[config.mk]
export PLATFORM = sky130hd
export DESIGN_NAME = sat_pipe
export DESIGN_NICKNAME = d
export VERILOG_FILES = /design/src/rtl/sat_pipe.sv
export SDC_FILE = /design/constraint.sdc
export NUM_CORES = 1
export LEC_CHECK = 0
export ABC_AREA = 0
export BUFFER_PORTS_ARGS = -buffer_cell sky130_fd_sc_hd__buf_2
export CORE_ASPECT_RATIO = 0.5
export CORE_MARGIN = 3
export CORE_UTILIZATION = 50
export DETAILED_ROUTE_END_ITERATION = 16
export HOLD_SLACK_MARGIN = 0.05
export PLACE_DENSITY = 0.75
export SLEW_MARGIN = 30
export SYNTH_ARGS = -nofsm -noshare
export SYNTH_HDL_FRONTEND = slang
export SYNTH_SLANG_ARGS = --single-unit
[constraint.sdc]
create_clock -name clk -period 2.55 [get_ports clk]
set_input_delay 0.1275 -clock clk [delete_from_list [all_inputs] [get_ports clk]]
set_output_delay 0.1275 -clock clk [all_outputs]
set_load 0.005 [all_outputs]
[src/rtl/sat_pipe.sv]
`default_nettype none
// ----------------------------------------------------------------------------
// sat_pipe : two-stage, multi-channel signed/unsigned saturation with
//            per-sample clip flags, sticky flags and saturating event counters.
// Revision  : 1.0
// ----------------------------------------------------------------------------
module sat_pipe #(
  parameter int IN_W   = 16,
  parameter int OUT_W  = 10,
  parameter int NUM_CH = 2,
  parameter int CNT_W  = 8
) (
  input  logic                      clk,
  input  logic                      rst_n,
  input  logic                      in_vld,
  input  logic [NUM_CH*IN_W-1:0]    in_data,
  input  logic [NUM_CH-1:0]         signed_mode,
  input  logic                      clr_stat,
  output logic                      out_vld,
  output logic [NUM_CH*OUT_W-1:0]   out_data,
  output logic [NUM_CH-1:0]         sat_hi,
  output logic [NUM_CH-1:0]         sat_lo,
  output logic [NUM_CH-1:0]         sat_sticky,
  output logic [NUM_CH*CNT_W-1:0]   sat_cnt
);

  localparam logic [OUT_W-1:0] MAX_U   = '1;
  localparam logic [OUT_W-1:0] MAX_S   = {1'b0, {(OUT_W-1){1'b1}}};
  localparam logic [OUT_W-1:0] MIN_S   = {1'b1, {(OUT_W-1){1'b0}}};
  localparam logic [CNT_W-1:0] CNT_MAX = '1;

  logic                   s1_vld;
  logic [NUM_CH*IN_W-1:0] s1_data;
  logic [NUM_CH-1:0]      s1_mode;
  logic                   vld_q;

  // Stage 1: capture the sample together with its per-channel mode.
  always_ff @(posedge clk or negedge rst_n) begin
    if (!rst_n) begin
      s1_vld  <= 1'b0;
      s1_data <= '0;
      s1_mode <= '0;
      vld_q   <= 1'b0;
    end else begin
      s1_vld <= in_vld;
      vld_q  <= s1_vld;
      if (in_vld) begin
        s1_data <= in_data;
        s1_mode <= signed_mode;
      end
    end
  end

  assign out_vld = vld_q;

  generate
    for (genvar c = 0; c < NUM_CH; c++) begin : g_ch
      logic [IN_W-1:0]    din;
      logic [IN_W-OUT_W:0] top_s;
      logic               fits_s;
      logic               ovf_u;
      logic               hi;
      logic               lo;
      logic               clip;
      logic [OUT_W-1:0]   res;
      logic [OUT_W-1:0]   data_q;
      logic               hi_q;
      logic               lo_q;
      logic               sticky_q;
      logic [CNT_W-1:0]   cnt_q;

      assign din    = s1_data[c*IN_W +: IN_W];
      assign top_s  = din[IN_W-1:OUT_W-1];
      assign fits_s = (&top_s) | ~(|top_s);
      assign ovf_u  = |din[IN_W-1:OUT_W];

      always_comb begin
        hi  = 1'b0;
        lo  = 1'b0;
        res = din[OUT_W-1:0];
        if (s1_mode[c]) begin
          if (!fits_s) begin
            if (din[IN_W-1]) begin
              lo  = 1'b1;
              res = MIN_S;
            end else begin
              hi  = 1'b1;
              res = MAX_S;
            end
          end
        end else if (ovf_u) begin
          hi  = 1'b1;
          res = MAX_U;
        end
      end

      assign clip = s1_vld & (hi | lo);

      // Stage 2: clipped data, flags and statistics (clear wins, then count).
      always_ff @(posedge clk or negedge rst_n) begin
        if (!rst_n) begin
          data_q   <= '0;
          hi_q     <= 1'b0;
          lo_q     <= 1'b0;
          sticky_q <= 1'b0;
          cnt_q    <= '0;
        end else begin
          hi_q <= s1_vld & hi;
          lo_q <= s1_vld & lo;
          if (s1_vld) data_q <= res;
          if (clr_stat) begin
            sticky_q <= clip;
            cnt_q    <= clip ? CNT_W'(1) : '0;
          end else if (clip) begin
            sticky_q <= 1'b1;
            if (cnt_q != CNT_MAX) cnt_q <= cnt_q + CNT_W'(1);
          end
        end
      end

      assign out_data[c*OUT_W +: OUT_W] = data_q;
      assign sat_hi[c]                  = hi_q;
      assign sat_lo[c]                  = lo_q;
      assign sat_sticky[c]              = sticky_q;
      assign sat_cnt[c*CNT_W +: CNT_W]  = cnt_q;
    end
  endgenerate

endmodule
`default_nettype wire
==> flow_metrics.env, run 1 <==
export IMPL_n_antenna_cell=0
export IMPL_total_nets_after_synthesis=333
export IMPL_cts_resized=0
export IMPL_status="completed"
export IMPL_final_max_slew_viol_count=0
export IMPL_areaGrowthSynthToFinish_pct=30.7
export IMPL_placement_rows=20
export IMPL_start_util=0.537
export IMPL_grt_pass1_wl_um=12500
export IMPL_synth_seq_cells=78
export IMPL_postRouteAntennaNets=0
export IMPL_grt_setup_unrepaired="no"
export IMPL_post_route_cells_drive_above_1_share=0.328
export IMPL_final_core_util=0.702
export IMPL_hpwl_um=4700
export IMPL_floorplan_io_pins=81
export IMPL_gr_usage_all_layers=0.205
export IMPL_slew_headroom=0.407
export IMPL_syn_mean_instance_area_um2=11.6
export IMPL_cts_root_buffer_cell="clkbuf_16"
export IMPL_synth_warning_count=0
export IMPL_netlist_area_um2=3380
export IMPL_p_leak_nw=2.00
export IMPL_drt_drc_violations_left=0
export IMPL_post_drt_wl_per_cell_um=15.0
export IMPL_worst_setup_hold_path_clk_slew_ns=0.06
export IMPL_timing_critical_path_to_type="flip-flop"
export IMPL_timing_final_crit_share=0.850
export IMPL_skew_ns=0.00531
export IMPL_hp_class="in -> reg"
export IMPL_max_cap_viol_count=0
export IMPL_grt_busiest_layer="met2"
export IMPL_cts_sinks=78
export IMPL_cts_htree_levels=3
export IMPL_power_density_nw_per_um2=667
export IMPL_setup_repair_bufs_after_cts=0
export IMPL_routabilityCongestion=0.815
export IMPL_synth_sequential_area_ratio=0.577
export IMPL_arrival_time_worst_endpoint_ns=2.38
export IMPL_first_iter_violations=156
export IMPL_netlist_instances=293
export IMPL_peakVddDrop_mv=0.470
export IMPL_finalSetupViolations=0
export IMPL_io_buffers=80
export IMPL_maximum_fanout_along_the_worst_path=6
export IMPL_worstSetupPathType="reg -> reg"
export IMPL_grtUsageMet3=0.0584
export IMPL_worstPathRequired_ns=2.76
export IMPL_finalWirelength_um=7380
export IMPL_drt_pass1_iterations=4
export IMPL_number_of_vias_after_detailed_routing=2604
export IMPL_clk_latency_ns=0.33
export IMPL_die_area_um2=7850
export IMPL_vias_in_the_first_global_route=2595
export IMPL_grtUsageMet1=0.262
export IMPL_globalRouteMet2Util=0.331
export IMPL_max_freq_ghz=0.462
export IMPL_cts_made_buffers=9
export IMPL_grt_start_max_net_pins=79
export IMPL_grt_overflow=0
export IMPL_grt_antenna_before_repair=0
export IMPL_finalWorstPathRequiredPeriod_ns=2.17
export IMPL_clock_tree_from_tritoncts="built"
export IMPL_timing_setup_tns_ns=0
export IMPL_post_drt_via_cell_ratio=5.28
export IMPL_floorplan_die_width_um=122
export IMPL_final_nets=440
export IMPL_holdBufCountCts=35
export IMPL_worst_setup_path_start_kind="flip-flop"
export IMPL_die_h_um=64.2
export IMPL_pin_slew_with_the_least_headroom_to_its_limit_ns=0.886
export IMPL_synth_cell_types=39
export IMPL_layout_commonest_cell="buf_2"
export IMPL_cts_path_max_buffers=2
export IMPL_count_of_endpoints_failing_hold_in_the_final_timing_report=0
export IMPL_mostFrequentLayoutCells="79 x buf_2, 78 x dfrtp_1, 35 x mux2_2, 35 x dlygate4sd3_1, 32 x nor2_1"
export IMPL_floorplan_core_area_um2=6310
kinds of logic (layout without fill, tap and decap cells):
family,after synthesis,count (layout),synth area share
simple gates,76,76,0.117
compound gates,61,61,0.114
mux,38,38,0.127
flops,78,78,0.577
xor+xnor,6,6,0.0155
fa+ha+maj,2,2,0.00739
buf+inv,32,144,0.0421
critical path, stage by stage (launching register included):
cell       delay, ns
dfrtp_1         0.39
or4_4           0.56
a2111oi_4       0.52
nor3_2          0.16
nand3_2         0.13
mux2_4          0.30
final timing paths:
kind                             startpoint                 to  cells past startpoint  slack [ns]
hold / removal                     clr_stat   g_ch[0].cnt_q[1]                      2        0.18
hold reg to reg            g_ch[0].sticky_q   g_ch[0].sticky_q                      1        0.47
min in group asynchronous             rst_n  g_ch[0].data_q[5]                      2        0.38
setup reg to reg                s1_data[26]   g_ch[1].cnt_q[5]                      5        0.38
setup / recovery                s1_data[26]   g_ch[1].cnt_q[5]                      5        0.38
max in group asynchronous             rst_n   g_ch[1].cnt_q[6]                      2        1.69
flip-flops by register name (all words and copies together) (netlist names):
name	count
s1_data	32
g_ch.cnt_q	16
s1_vld	1
g_ch.data_q	20
out_vld	1
g_ch.hi_q	2
g_ch.lo_q	2
g_ch.sticky_q	2
s1_mode	2
Yosys cell counts, drive strengths merged:
| cell type | count | area (um2) |
|---|---|---|
| a21o | 2 | 15.0 |
| mux2i | 2 | 20.0 |
| ha | 2 | 25.0 |
| nor4 | 4 | 25.0 |
| nor3 | 5 | 30.0 |
| and2 | 2 | 12.5 |
| o211ai | 11 | 82.6 |
| nand3 | 4 | 25.0 |
| mux2 | 36 | 409 |
| clkbuf | 13 | 48.8 |
| and3 | 2 | 12.5 |
| nand4 | 6 | 37.5 |
| nor2 | 32 | 120 |
| o21ai | 16 | 80.1 |
| a31oi | 1 | 6.26 |
| dfrtp | 78 | 1950 |
| a21oi | 24 | 124 |
| inv | 12 | 45.0 |
| a311oi | 1 | 8.76 |
| and4 | 3 | 26.3 |
| buf | 7 | 48.8 |
| nand2b | 1 | 6.26 |
| o311ai | 1 | 8.76 |
| a2111oi | 1 | 27.5 |
| or4 | 1 | 11.3 |
| a41oi | 1 | 8.76 |
| nor2b | 3 | 18.8 |
| o2111ai | 1 | 8.76 |
| a31o | 1 | 8.76 |
| nand2 | 9 | 33.8 |
| and4b | 2 | 20.0 |
| xnor2 | 6 | 52.6 |
| a211oi | 1 | 7.51 |
| nor4b | 2 | 17.5 |
metal layers:
| layer | part of all wire | up-vias | wire length, um |
|---|---|---|---|
| met5 | 0 | - | 0 |
| li1 | - | 1250 | - |
| met1 | 0.45 | 1272 | 3330 |
| met2 | 0.48 | 67 | 3570 |
| met3 | 0.047 | 15 | 344 |
| met4 | 0.019 | 0 | 140 |
per-stage QoR:
stage	area (um2)	total power (W)	setup slack [ns]	instances	hold slack [ns]
4_1_cts	4420	0.00298	0.383	493	0.179
6_report	4420	0.00295	0.384	493	0.180
3_3_place_gp	3810	0.00177	0.453	442	0.329
2_1_floorplan	3380	0.00164	0.520	293	-0.168
5_1_grt	4420	0.00310	0.286	493	0.197
3_5_place_dp	3810	0.00179	0.393	442	0.343
where the power goes:
part / total [W] / switching (W) / internal, W
clock: 0.00114 / 0.000453 / 0.000685
sequential: 0.00144 / 0.0000913 / 0.00135
combinational: 0.000368 / 0.000174 / 0.000194
total: 0.00295 / 0.000718 / 0.00223
layout make-up:
cell class,count,area (um2)
clock inverters,1,5.00
fillers,494,1880
multi-input cells,183,1290
repair buffers,116,764
flip-flops and latches,78,1950
clock buffers,15,258
well taps,88,110
inverters,12,45.0
(Power assumes the default switching activity.)
==> run 2: changes to the inputs <==
--- a/config.mk
+++ b/config.mk
@@ -9,10 +9,10 @@
 export BUFFER_PORTS_ARGS = -buffer_cell sky130_fd_sc_hd__buf_2
 export CORE_ASPECT_RATIO = 0.5
 export CORE_MARGIN = 3
-export CORE_UTILIZATION = 50
+export CORE_UTILIZATION = 48
 export DETAILED_ROUTE_END_ITERATION = 16
 export HOLD_SLACK_MARGIN = 0.05
-export PLACE_DENSITY = 0.75
+export PLACE_DENSITY = 0.76
 export SLEW_MARGIN = 30
 export SYNTH_ARGS = -nofsm -noshare
 export SYNTH_HDL_FRONTEND = slang
==> constraint.sdc (replaced) <==
create_clock -name clk -period 1.9 [get_ports clk]
set_input_delay 0.095 -clock clk [delete_from_list [all_inputs] [get_ports clk]]
set_output_delay 0.095 -clock clk [all_outputs]
set_load 0.005 [all_outputs]
==> run 2 against run 1 <==
  * Count of clock-buffer cells in the layout down 5
  * Critical path depth up 1
  * Core utilization up 2.5 points
  * Global-route usage up 2.0 points
  * Clock skew down 0.0018 ns
  * Sequential power up 34%
  * Final cell count up 3.7%
  * Register-to-register slack worse by 0.36 ns
  * Via count up 7.5%
  * Setup slack worse by 0.36 ns
  * Wire length up 17%
  * Largest cell class unchanged
==> flow_metrics.env, run 2 (synthesized netlist as in run 1, its figures left out) <==
export IMPL_worst_setup_path_start_kind="flip-flop"
export IMPL_floorplan_io_pins=81
export IMPL_power_density_nw_per_um2=928
export IMPL_grt_start_max_net_pins=49
export IMPL_cts_sinks=78
export IMPL_final_core_util=0.726
export IMPL_peakVddDrop_mv=0.586
export IMPL_worstReg2RegStart="s1_data[30]"
export IMPL_cts_root_buffer_cell="clkbuf_16"
export IMPL_grt_overflow=0
export IMPL_setup_slack_ns=0.0281
export IMPL_layout_commonest_cell="buf_2"
export IMPL_timing_setup_tns_ns=0
export IMPL_routed_wl_met3_um=475
export IMPL_number_of_buffers_and_inverters_on_the_critical_path=1
export IMPL_drt_pass1_iterations=4
export IMPL_drt_drc_violations_left=0
export IMPL_ff_to_ff_path_depth=6
export IMPL_placement_setup_worst_slack_ns=-0.0832
export IMPL_count_of_endpoints_failing_hold_in_the_final_timing_report=0
export IMPL_final_nets=459
export IMPL_hold_ws_ns=0.0618
export IMPL_timing_critical_path_to="g_ch[1].cnt_q[5]"
export IMPL_cts_path_max_buffers=2
export IMPL_rr_endpoint="g_ch[1].cnt_q[5]"
export IMPL_floorplan_core_area_um2=6430
export IMPL_startpoint="s1_data[30]"
export IMPL_mostFrequentLayoutCells="79 x buf_2, 78 x dfrtp_1, 35 x mux2_2, 35 x dlygate4sd3_1, 31 x nor2_1"
export IMPL_postRouteAntennaNets=0
export IMPL_skew_ns=0.00348
export IMPL_finalWorstPathRequiredPeriod_ns=1.87
export IMPL_die_h_um=65.4
export IMPL_io_buffers=80
export IMPL_worstSetupPathType="reg -> reg"
export IMPL_path_cells="or4_4 -> a2111oi_4 -> buf_4 -> nor3_2 -> nand3_2 -> mux2_4"
export IMPL_final_fill_count=456
export IMPL_post_drt_via_cell_ratio=5.48
export IMPL_timing_final_crit_share=0.985
export IMPL_clk_latency_ns=0.33
export IMPL_max_cap_viol_count=0
export IMPL_cts_htree_levels=3
export IMPL_hpwl_um=5340
export IMPL_crit_slowest_cell="or4_4"
export IMPL_top_register_by_number_of_flip_flops="s1_data"
export IMPL_die_area_um2=8160
export IMPL_number_of_vias_after_detailed_routing=2798
export IMPL_placement_rows=20
export IMPL_timing_critical_path_depth=6
export IMPL_cpPeakStageDelay_ns=0.55
export IMPL_largest_register_ff_count=32
export IMPL_worst_setup_hold_path_clk_slew_ns=0.06
export IMPL_n_antenna_cell=0
export IMPL_pin_slew_with_the_least_headroom_to_its_limit_ns=0.596
export IMPL_hp_class="in -> reg"
export IMPL_ff2ff_setup_slack_ns=0.03
export IMPL_grt_setup_unrepaired="yes"
export IMPL_slew_headroom=0.603
export IMPL_areaGrowthSynthToFinish_pct=38.0
export IMPL_grt_antenna_before_repair=0
export IMPL_finalWirelength_um=8630
export IMPL_met2RoutedLength_um=4590
export IMPL_biggestRegsByFlops="s1_data: 32 flops, g_ch.data_q: 20 flops, g_ch.cnt_q: 16 flops"
export IMPL_worstPathRequired_ns=2.12
export IMPL_gr_usage_all_layers=0.225
export IMPL_cts_made_buffers=9
export IMPL_clock_tree_from_tritoncts="built"
export IMPL_power_w=0.00434
export IMPL_topRoutingLayerUsed="met4"
export IMPL_wire_length_on_met1_um=3390
export IMPL_post_route_cells_drive_above_1_share=0.388
export IMPL_timing_critical_path_to_type="flip-flop"
export IMPL_grt_pass1_wl_um=14100
export IMPL_first_iter_violations=165
export IMPL_final_max_slew_viol_count=0
export IMPL_max_freq_ghz=0.534
export IMPL_vias_in_the_first_global_route=2875
export IMPL_maximum_fanout_along_the_worst_path=4
export IMPL_status="completed"
export IMPL_arrival_time_worst_endpoint_ns=2.09
export IMPL_floorplan_die_width_um=125
export IMPL_critPathTopFamily="simple AND/OR/NAND/NOR gates"
export IMPL_routabilityCongestion=0.858
export IMPL_start_util=0.526
export IMPL_finalSetupViolations=0
export IMPL_post_drt_wl_per_cell_um=16.9
export IMPL_p_leak_nw=2.11
-- run 2: cell count changes in the layout (fill, tap and decap cells not counted), moves of 2 or more --
cell / change
buf_4: +18
a21oi_2: +2
a21oi_1: -2
clkinvlp_4: +2
o21ai_0: -2
clkbuf_1: -5
bufinv_16: +2
-- run 2: timing repair --
action | in CTS | in global routing
hold buffers | 35 | 0
gates resized for setup | 2 | 11
buffers inserted | 1 | 1
pin swaps | 3 | 4
endpoints found under the setup margin | 15 | 26
endpoints found under the hold margin | 80 | 0
-- run 2: worst reg2reg max path: cells and delay by family, from the launching register on --
kind / cells / cell delay, ns
AOI/OAI and AO/OA: 1 / 0.19
buffers and inverters: 1 / 0.20
DFF: 1 / 0.38
muxes: 1 / 0.29
and+or+nand+nor: 3 / 0.70
-- run 2: area by class of cell --
type                    instances  area, um2  share of cell area
flip-flops and latches         78       1950               0.418
inverters                      12       45.0             0.00964
clock buffers                  10        239              0.0512
well taps                      88        110              0.0236
clock inverters                 5       83.8              0.0179
repair buffers                135        911               0.195
multi-input cells             183       1330               0.285
-- run 2: how the worst min path moves through the flow --
| stage | from | end | slack, ns | cells after the start |
|---|---|---|---|---|
| 6_report | in_vld | s1_vld | 0.06 | 1 |
| 3_3_place_gp | rst_n | g_ch[0].data_q[3] | 0.12 | 1 |
| 3_5_place_dp | rst_n | g_ch[0].lo_q | 0.14 | 1 |
| 4_1_cts | in_vld | s1_vld | 0.05 | 1 |
| 2_1_floorplan | rst_n | g_ch[0].cnt_q[0] | -0.20 | 0 |
| 5_1_grt | in_vld | s1_vld | 0.07 | 1 |
-- run 2: metal layers --
layer  vias up  global-route usage
met4         0              0.0970
met2        93               0.413
met3        19              0.0714
li1       1289                   -
met5         -                   0
met1      1397               0.245
-- run 2: power by group --
group | switching, W | internal, W | total [W] | leakage [nW]
sequential | 0.000115 | 0.00181 | 0.00193 | 0.925
combinational | 0.000275 | 0.000297 | 0.000572 | 1.04
clock | 0.000658 | 0.00118 | 0.00184 | 0.151
total | 0.00105 | 0.00329 | 0.00434 | 2.11
-- run 2: metrics by stage --
stage	cells	cell area, um2
floorplan	293	3380
global placement	459	3940
detailed placement	459	3940
CTS	510	4620
global route	511	4670
finish	511	4670
==> run 3: changes to the inputs <==
--- a/config.mk
+++ b/config.mk
@@ -6,7 +6,7 @@
 export NUM_CORES = 1
 export LEC_CHECK = 0
 export ABC_AREA = 0
-export BUFFER_PORTS_ARGS = -buffer_cell sky130_fd_sc_hd__buf_2
+export BUFFER_PORTS_ARGS = -buffer_cell sky130_fd_sc_hd__buf_4
 export CORE_ASPECT_RATIO = 0.5
 export CORE_MARGIN = 3
 export CORE_UTILIZATION = 48
==> run 3 against run 2 <==
  * Global-route usage decreased by 0.62 points
  * Worst hold slack improved by 0.014 ns
  * First-iteration DRC count increased by 22%
  * Cell area increased by 3.9%
  * Power increased by 3.6%
  * Clock power increased by 5%
  * Count of clock-buffer cells in the layout increased by 2
  * Sequential cell count unchanged
  * Highest routed layer unchanged
==> flow_metrics.env, run 3 (synthesized netlist as in run 1, its figures left out) <==
export IMPL_hp_start="clr_stat"
export IMPL_finalWorstPathRequiredPeriod_ns=1.89
export IMPL_timing_critical_path_to_type="flip-flop"
export IMPL_max_cap_viol_count=0
export IMPL_post_drt_via_cell_ratio=5.41
export IMPL_top_register_by_number_of_flip_flops="s1_data"
export IMPL_largest_register_ff_count=32
export IMPL_layoutNonFillerInstCount=508
export IMPL_worstReg2RegStart="s1_data[30]"
export IMPL_finalWirelength_um=8490
export IMPL_number_of_vias_after_detailed_routing=2748
export IMPL_clk_latency_ns=0.34
export IMPL_areaGrowthSynthToFinish_pct=43.4
export IMPL_gr_usage_all_layers=0.219
export IMPL_placement_setup_worst_slack_ns=-0.0667
export IMPL_cts_made_buffers=9
export IMPL_count_of_endpoints_failing_hold_in_the_final_timing_report=0
export IMPL_grt_pass1_wl_um=14000
export IMPL_n_antenna_cell=0
export IMPL_grt_setup_unrepaired="yes"
export IMPL_die_h_um=65.4
export IMPL_final_nets=455
export IMPL_grt_start_max_net_pins=55
export IMPL_start_util=0.526
export IMPL_timing_final_crit_share=0.997
export IMPL_final_max_slew_viol_count=0
export IMPL_rr_endpoint="g_ch[1].cnt_q[1]"
export IMPL_clock_tree_from_tritoncts="built"
export IMPL_maximum_fanout_along_the_worst_path=4
export IMPL_hp_class="in -> reg"
export IMPL_worst_setup_path_start_kind="flip-flop"
export IMPL_worstSetupPathType="reg -> reg"
export IMPL_ff_to_ff_path_depth=6
export IMPL_pin_slew_with_the_least_headroom_to_its_limit_ns=0.692
export IMPL_p_leak_nw=2.17
export IMPL_hpwl_um=5390
export IMPL_io_buffers=80
export IMPL_worstPathRequired_ns=2.11
export IMPL_floorplan_io_pins=81
export IMPL_grt_antenna_before_repair=0
export IMPL_arrival_time_worst_endpoint_ns=2.11
export IMPL_ff2ff_setup_slack_ns=0.005
export IMPL_cts_root_buffer_cell="clkbuf_16"
export IMPL_hold_end="g_ch[1].cnt_q[6]"
export IMPL_post_route_cells_drive_above_1_share=0.381
export IMPL_grt_overflow=0
export IMPL_first_iter_violations=202
export IMPL_finalSetupViolations=0
export IMPL_cts_path_max_buffers=2
export IMPL_cts_htree_levels=3
export IMPL_peakVddDrop_mv=0.451
export IMPL_power_density_nw_per_um2=926
export IMPL_max_freq_ghz=0.528
export IMPL_vias_in_the_first_global_route=2893
export IMPL_layout_commonest_cell="buf_4"
export IMPL_postRouteAntennaNets=0
export IMPL_drt_pass1_iterations=4
export IMPL_cts_sinks=78
export IMPL_drt_drc_violations_left=0
export IMPL_routabilityCongestion=0.831
export IMPL_setup_slack_ns=0.00546
export IMPL_status="completed"
export IMPL_die_area_um2=8160
export IMPL_floorplan_die_width_um=125
export IMPL_biggestRegsByFlops="s1_data: 32 flops, g_ch.data_q: 20 flops, g_ch.cnt_q: 16 flops"
export IMPL_floorplan_core_area_um2=6430
export IMPL_placement_rows=20
export IMPL_post_drt_wl_per_cell_um=16.7
export IMPL_slew_headroom=0.539
export IMPL_mostFrequentLayoutCells="95 x buf_4, 78 x dfrtp_1, 35 x mux2_2, 35 x dlygate4sd3_1, 31 x nor2_1"
export IMPL_skew_ns=0.00875
export IMPL_worst_setup_hold_path_clk_slew_ns=0.06
export IMPL_place_inst=455
export IMPL_holdPathStages=2
==> run 3: cell types whose count changed in the layout (fill, tap and decap cells not counted), moves of 2 or more <==
cell / previous run / this run
buf_2: 79 / 0
buf_4: 19 / 95
buf_6: 2 / 0
clkbuf_8: 1 / 3
==> run 3: stage by stage <==
| step | total power [W] | util | hold slack (ns) | setup TNS [ns] | area, um2 |
|---|---|---|---|---|---|
| after floorplan | 0.00220 | - | -0.201 | -0.0502 | 3380 |
| after global placement | 0.00248 | 0.640 | 0.174 | -0.0236 | 4120 |
| after detailed placement | 0.00251 | 0.640 | 0.186 | -0.224 | 4120 |
| after CTS | 0.00451 | 0.750 | 0.0712 | 0 | 4830 |
| after global routing | 0.00466 | 0.754 | 0.0769 | -0.418 | 4850 |
| final | 0.00449 | 0.754 | 0.0759 | 0 | 4850 |
==> run 3: final cells by class <==
type / instances / area, um2
flip-flops and latches: 78 / 1950
multi-input cells: 183 / 1320
well taps: 88 / 110
inverters: 12 / 45.0
repair buffers: 131 / 1080
clock buffers: 12 / 267
clock inverters: 4 / 76.3
fillers: 411 / 1580
==> run 3: worst max path at each step <==
| stage | start | endpoint | slack, ns |
|---|---|---|---|
| final | s1_data[30] | g_ch[1].cnt_q[1] | 0.005 |
| after global routing | s1_data[30] | g_ch[1].cnt_q[1] | -0.07 |
| after CTS | s1_data[30] | g_ch[1].cnt_q[1] | 0.01 |
| after detailed placement | s1_data[29] | g_ch[1].cnt_q[6] | -0.07 |
| after global placement | s1_data[28] | g_ch[1].cnt_q[6] | -0.02 |
| after floorplan | s1_data[28] | g_ch[1].cnt_q[5] | -0.05 |
==> run 3: worst max-delay path: stages (launching register included) <==
cell       delay, ns
dfrtp_1         0.40
or4_4           0.56
a2111oi_4       0.33
buf_4           0.20
nor3_1          0.06
mux2i_1         0.17
nor2_1          0.05
==> run 3: where the power goes <==
| part | internal, W | switching [W] | leakage [nW] |
|---|---|---|---|
| Combinational | 0.000356 | 0.000276 | 1.08 |
| Sequential | 0.00181 | 0.000118 | 0.925 |
| Clock | 0.00126 | 0.000666 | 0.165 |
==> run 3: repair_timing <==
item	CTS	global route
cloned	0	0
hold buffers	35	0
setup endpoints to repair	12	28
pin swaps	3	1
gates resized for setup	1	8
endpoints found under the hold margin	87	0
buffers inserted	2	0
==> run 3: routing by layer <==
metal | up-vias | global-route usage | part of all wire
met5 | - | 0 | 0
met4 | 0 | 0.0724 | 0.012
met3 | 10 | 0.0576 | 0.045
met2 | 70 | 0.396 | 0.51
met1 | 1386 | 0.258 | 0.43
li1 | 1282 | - | -
